`config.mk`:
```
export PLATFORM = sky130hd
export DESIGN_NAME = mp_mul_seq
export DESIGN_NICKNAME = d
export VERILOG_FILES = /design/src/rtl/mp_mul_pkg.sv /design/src/rtl/mp_mul_seq_row.sv /design/src/rtl/mp_mul_seq.sv
export SDC_FILE = /design/constraint.sdc
export NUM_CORES = 2
export LEC_CHECK = 0
export BUFFER_PORTS_ARGS = -buffer_cell sky130_fd_sc_hd__buf_2
export CAP_MARGIN = 10
export CELL_PAD_IN_SITES_DETAIL_PLACEMENT = 0
export CELL_PAD_IN_SITES_GLOBAL_PLACEMENT = 1
export CORE_ASPECT_RATIO = 1.2
export CORE_MARGIN = 2
export CORE_UTILIZATION = 53
export CTS_BUF_LIST = sky130_fd_sc_hd__clkbuf_8
export DETAILED_ROUTE_END_ITERATION = 16
export PLACE_DENSITY_LB_ADDON = 0.1
export SLEW_MARGIN = 10
export SYNTH_ARGS = -nofsm -noshare
export SYNTH_HDL_FRONTEND = slang
export SYNTH_SLANG_ARGS = --single-unit
```
`constraint.sdc`:
```
create_clock -name clk -period 30.1 [get_ports clk]
set_input_delay 1.505 -clock clk [delete_from_list [all_inputs] [get_ports clk]]
set_output_delay 1.505 -clock clk [all_outputs]
set_load 0.005 [all_outputs]
```
`src/rtl/mp_mul_pkg.sv`:
```
// Shared definitions for the multi-precision multiplier family: limb geometry
// helpers, default radix/limb widths and the sequencer state type.
package mp_mul_pkg;

    function automatic int unsigned ceil_div(input int unsigned n, input int unsigned d);
        return (n + d - 1) / d;
    endfunction

    localparam int unsigned RADIX_DEF  = 78;
    localparam int unsigned A_LIMB_DEF = 26;
    localparam int unsigned B_LIMB_DEF = 17;
    localparam int unsigned NA_DEF     = ceil_div(RADIX_DEF, A_LIMB_DEF);
    localparam int unsigned NB_DEF     = ceil_div(RADIX_DEF, B_LIMB_DEF);
    localparam int unsigned PROD_W_DEF = 2 * RADIX_DEF;
    localparam int unsigned ROW_W_DEF  = RADIX_DEF + B_LIMB_DEF;

    typedef enum logic [1:0] {
        IDLE = 2'd0,
        MUL  = 2'd1,
        DONE = 2'd2
    } state_t;

endpackage

```
`src/rtl/mp_mul_seq_row.sv`:
```
// Combinational row multiplier: full operand a times one b limb, built from
// NA narrow multipliers so DSP mapping happens in exactly one place.
module mp_row_mul
    import mp_mul_pkg::*;
#(
    parameter int unsigned RADIX  = RADIX_DEF,
    parameter int unsigned A_LIMB = A_LIMB_DEF,
    parameter int unsigned B_LIMB = B_LIMB_DEF
) (
    input  logic [RADIX-1:0]        a,
    input  logic [B_LIMB-1:0]       b_limb,
    output logic [RADIX+B_LIMB-1:0] row
);

    localparam int unsigned NA = ceil_div(RADIX, A_LIMB);
    localparam int unsigned AW = NA * A_LIMB;
    localparam int unsigned PW = A_LIMB + B_LIMB;
    localparam int unsigned SW = AW + B_LIMB;

    logic [AW-1:0] a_pad;
    logic [PW-1:0] limb_prod [NA];
    logic [SW-1:0] sum;

    always_comb begin
        a_pad            = '0;
        a_pad[RADIX-1:0] = a;
    end

    for (genvar i = 0; i < NA; i++) begin : g_mul
        assign limb_prod[i] = PW'(a_pad[i*A_LIMB +: A_LIMB]) * PW'(b_limb);
    end

    always_comb begin
        sum = '0;
        for (int unsigned i = 0; i < NA; i++) begin
            sum = sum + (SW'(limb_prod[i]) << (i * A_LIMB));
        end
    end

    // a < 2^RADIX, so the true row always fits in RADIX+B_LIMB bits
    assign row = sum[RADIX+B_LIMB-1:0];

endmodule

```
`src/rtl/mp_mul_seq.sv`:
```
// Row-serial multi-precision multiplier: one b limb per cycle through the row
// multiplier into pp, then shifted and accumulated into a 2*RADIX product.
module mp_mul_seq
    import mp_mul_pkg::*;
#(
    parameter int unsigned RADIX  = RADIX_DEF,
    parameter int unsigned A_LIMB = A_LIMB_DEF,
    parameter int unsigned B_LIMB = B_LIMB_DEF
) (
    input  logic               clk,
    input  logic               rst,
    input  logic               in_valid,
    output logic               in_ready,
    input  logic [RADIX-1:0]   a,
    input  logic [RADIX-1:0]   b,
    output logic               out_valid,
    input  logic               out_ready,
    output logic [2*RADIX-1:0] product,
    output logic               busy
);

    localparam int unsigned NB    = ceil_div(RADIX, B_LIMB);
    localparam int unsigned BW    = NB * B_LIMB;
    localparam int unsigned ROW_W = RADIX + B_LIMB;
    localparam int unsigned ACC_W = 2 * RADIX;
    localparam int unsigned JW    = $clog2(NB + 1);

    state_t              state_q, state_d;
    logic [JW-1:0]       j_q, j_d;
    logic [RADIX-1:0]    a_q, a_d;
    logic [BW-1:0]       b_q, b_d;
    logic [ROW_W-1:0]    pp_q, pp_d;
    logic [ACC_W-1:0]    acc_q, acc_d;

    logic [BW-1:0]       b_pad;
    logic [B_LIMB-1:0]   b_limb;
    logic [ROW_W-1:0]    row;
    logic [ACC_W-1:0]    pp_sh;

    always_comb begin
        b_pad            = '0;
        b_pad[RADIX-1:0] = b;
    end

    always_comb begin
        b_limb = '0;
        for (int unsigned j = 0; j < NB; j++) begin
            if (j_q == JW'(j)) b_limb = b_q[j*B_LIMB +: B_LIMB];
        end
    end

    mp_row_mul #(
        .RADIX (RADIX),
        .A_LIMB(A_LIMB),
        .B_LIMB(B_LIMB)
    ) u_row (
        .a     (a_q),
        .b_limb(b_limb),
        .row   (row)
    );

    // pp holds row j-1 while the counter points at j; at j==0 pp is zero
    always_comb begin
        pp_sh = '0;
        for (int unsigned j = 1; j <= NB; j++) begin
            if (j_q == JW'(j)) pp_sh = ACC_W'(pp_q) << ((j - 1) * B_LIMB);
        end
    end

    always_comb begin
        state_d = state_q;
        j_d     = j_q;
        a_d     = a_q;
        b_d     = b_q;
        pp_d    = pp_q;
        acc_d   = acc_q;
        unique case (state_q)
            IDLE: begin
                if (in_valid) begin
                    a_d     = a;
                    b_d     = b_pad;
                    pp_d    = '0;
                    acc_d   = '0;
                    j_d     = '0;
                    state_d = MUL;
                end
            end
            MUL: begin
                acc_d = acc_q + pp_sh;
                if (j_q < JW'(NB)) begin
                    pp_d = row;
                    j_d  = j_q + JW'(1);
                end else begin
                    state_d = DONE;
                end
            end
            DONE: begin
                if (out_ready) state_d = IDLE;
            end
            default: state_d = IDLE;
        endcase
    end

    always_ff @(posedge clk) begin
        if (rst) begin
            state_q <= IDLE;
            j_q     <= '0;
            a_q     <= '0;
            b_q     <= '0;
            pp_q    <= '0;
            acc_q   <= '0;
        end else begin
            state_q <= state_d;
            j_q     <= j_d;
            a_q     <= a_d;
            b_q     <= b_d;
            pp_q    <= pp_d;
            acc_q   <= acc_d;
        end
    end

    assign in_ready  = (state_q == IDLE) && !rst;
    assign out_valid = (state_q == DONE);
    assign busy      = (state_q != IDLE);
    assign product   = acc_q;

endmodule

```
==> flow_summary_export.csv <==
group,metric,value,unit
outcome,status,"complete, no violations",
cts,clkLatencyLatePin,0.84,ns
synthesis,seq_area_frac_synth,11.1,%
layout,num-fill-cells,13400,
routing,viasPerCell,5.98,
worst_setup_path,rr_startpoint,"j_q[1]",
floorplan,start_util,53.4,%
worst_setup_path,critPathArrivalTime,14.92,ns
timing,fin_crit,14.24,ns
routing,wl,269000,um
cts,cts_setup_buffers,0,
worst_setup_path,cp_slowest_cell,"a31oi_2",
cts,ctsResizeCount,0,
floorplan,rows,150,
place,hpwl,212000,um
synthesis,ys.flop_type,"dfxtp_1",
worst_hold_path,hold_depth,2,
worst_setup_path,cp_max_fo,47,
floorplan,fp.coreArea,139000,um2
layout,fin_nets,11200,
worst_setup_path,reg2reg_slack,15.86,ns
layout,area_growth,5.66,%
global_routing,grt_pass1_vias,67400,
global_routing,grt_pass1_wl,409000,um
routing,postRouteAntennaNets,0,
pwr,p_total,0.00221,W
worst_hold_path,holdPathEnd,"b_q[64]",
synthesis,synth_cells,9485,
cts,ctsLongestPathBuffers,3,
synthesis,ys_seq_elements,412,
worst_hold_path,hold_class,"flop to flop",
cts,cts_buffers,79,
timing,fmax,0.0702,GHz
routing,vias,67300,
synthesis,yosys-top-cells-area,"fa_1 (29%), dfxtp_1 (11%), ha_1 (11%)",
timing,fin_tns_setup,0,ns
worst_setup_path,start_kind,"flop",
routing,wl_per_cell,23.9,um
cts,htreeDepth,3,
timing,tightestPinTransition,1.16,ns
cts,cts_sinks,412,
synthesis,synth-edff-count,0,
place,port_buffers,318,
synthesis,yosysWarnings,0,
floorplan,die_w,346,um
worst_setup_path,critPathRequiredTime,30.78,ns
worst_setup_path,critPathMostFrequentCell,"inv_1",
floorplan,die_area,143000,um2
synthesis,synth_nets,11400,
global_routing,overflow,0,
synthesis,avgSynthCellArea,7.83,um2
worst_setup_path,end_kind,"flop",
cts,cts_tree,"done",
worst_setup_path,reg2reg_depth,51,
timing,slew_violations,0,
run,drv_cap,0,
global_routing,antenna_found_initial,15,
cts,clock-root-buffer,"clkbuf_8",
routing,drt_iter0_markers,6354,
global_routing,track_usage,37.3,%
routing,firstDrtPassIters,7,
floorplan,die_h,414,um
worst_hold_path,hp-start,"b_q[64]",
worst_setup_path,path_class,"flop to flop",
timing,rsz0062_at_grt,"no",
synthesis,synth_common_cells,"nand2_1 (1808), inv_1 (1292), fa_1 (1095)",
worst_setup_path,worstReg2RegEnd,"pp_q[82]",
worst_setup_path,slowest_delay,0.78,ns
floorplan,io_pins,319,
timing,hold_violations,0,
synthesis,netlist.top_cell.by_area,"fa_1",
pwr,peakVddDrop,0.0000337,V
cts,cts_hold_buf,0,
synthesis,synth_top_area_share,29.5,%
synthesis,ys_types,104,
global_routing,grt_max_degree,98,
routing,drc,0,
pwr,p_per_area,28.1,nW/um2
timing,whs,0.456,ns
timing,skew,0.0546,ns
cts,path_clk_slew,0.06,ns
synthesis,async_flop_share,0,%
place,place.gp.congestion,1.02,
layout,drive_above_1_share,6.79,%
synthesis,synthesis.area,74300,um2
timing,finalSetupViolCount,0,
pwr,leakage,35.7,nW
timing,slew_headroom,22.0,%
timing,period_share,47.3,%
synthesis,synth.most_common_cell,"nand2_1",
## critical path, delay by kind of cell (launching register included)
family / cells / cell delay (ns)
AOI/OAI and AO/OA: 19 / 4.52
DFF: 1 / 0.40
and+or+nand+nor: 8 / 1.84
xor gates and xnor gates: 2 / 0.28
buffers and inverters: 10 / 2.01
adders and majority gates: 12 / 4.96
## cells in the final DEF (no fill, tap or decap), types with 13 or more instances in the layout
master    count
inv_1      1307
buf_4        92
clkbuf_8     98
a22oi_1      43
o21ai_1      30
diode_2      14
nand4_1     117
nor2_1      370
a221oi_1     76
nand2_1    1805
o21bai_1     62
xor2_1      127
fa_1       1095
a21o_1      112
or3_1        21
ha_1        631
a31oi_1      43
clkinv_2     14
a21boi_0     14
and3_1       41
o21ai_0     391
nor2b_1      33
a211oi_1     37
nand2b_1     22
and4_1       15
o21a_1       41
nor3_2       13
a21oi_1     738
nand3_1     163
buf_2       317
a22o_1       25
nand3b_1     51
xnor2_1     166
dfxtp_1     412
nor3_1       95
o211ai_1     25
o22ai_1      38
and2_1      455
nor4_1       19
o31ai_1      44
## logic make-up (layout without fill, tap and decap cells)
family / count (synthesis) / in the layout / share of synthesized area [%]
simple gates: 3280 / 3280 / 20.2
buf+inv: 1913 / 1847 / 9.85
compound gates: 1851 / 1851 / 15.1
fa+ha+maj: 1727 / 1727 / 40.1
flops: 412 / 412 / 11.1
xor+xnor: 294 / 294 / 3.48
mux: 8 / 8 / 0.111
other cells: 0 / 14 / 0
## flip-flops by register name, summed over array words and instances, names as in the netlist
signal,flops
b_q,78
state_q,2
j_q,3
product,156
a_q,78
pp_q,95
## through the flow
step	utilization [%]	worst slack [ns]	cells	cell area [um2]
after global routing	56.4	15.15	11200	78500
after global placement	55.1	16.36	11100	76700
after detailed placement	55.1	16.14	11100	76700
after floorplan	-	19.10	9485	74300
final	56.4	15.86	11300	78500
after CTS	56.4	16.10	11200	78500
## where the power goes
part           internal [W]  total (W)  switching [W]
sequential         0.000570   0.000660      0.0000900
combinational      0.000295   0.000887       0.000591
clock              0.000364   0.000663       0.000299
total               0.00123    0.00221       0.000981
## per-layer routing
| layer | global-route usage, % | part of all wire (%) | vias up |
|---|---|---|---|
| met5 | 0 | 0.019 | - |
| li1 | - | - | 30400 |
| met1 | 47.7 | 40 | 33200 |
| met3 | 7.18 | 8.3 | 734 |
| met4 | 18.5 | 5.6 | 8 |
| met2 | 60.3 | 46 | 2976 |
## cell type report
class | count | area, um2 | share of cell area, %
clock buffers | 98 | 1350 | 1.72
clock inverters | 44 | 433 | 0.551
repair buffers | 413 | 2350 | 3.00
multi-input cells | 7160 | 59000 | 75.1
inverters | 1292 | 4850 | 6.18
diodes | 14 | 35.0 | 0.0446
flip-flops and latches | 412 | 8250 | 10.5
well taps | 1824 | 2280 | 2.91
## worst max path at each step
stage / from / end / slack [ns] / cells past startpoint
6_report: j_q[1] / pp_q[82] / 15.86 / 51
5_1_grt: j_q[1] / pp_q[82] / 15.15 / 51
4_1_cts: j_q[1] / pp_q[82] / 16.10 / 50
3_5_place_dp: j_q[1] / pp_q[82] / 16.14 / 50
3_3_place_gp: j_q[1] / pp_q[82] / 16.36 / 51
2_1_floorplan: j_q[1] / pp_q[84] / 19.10 / 53
No activity file was read; power rests on OpenSTA's default activity.
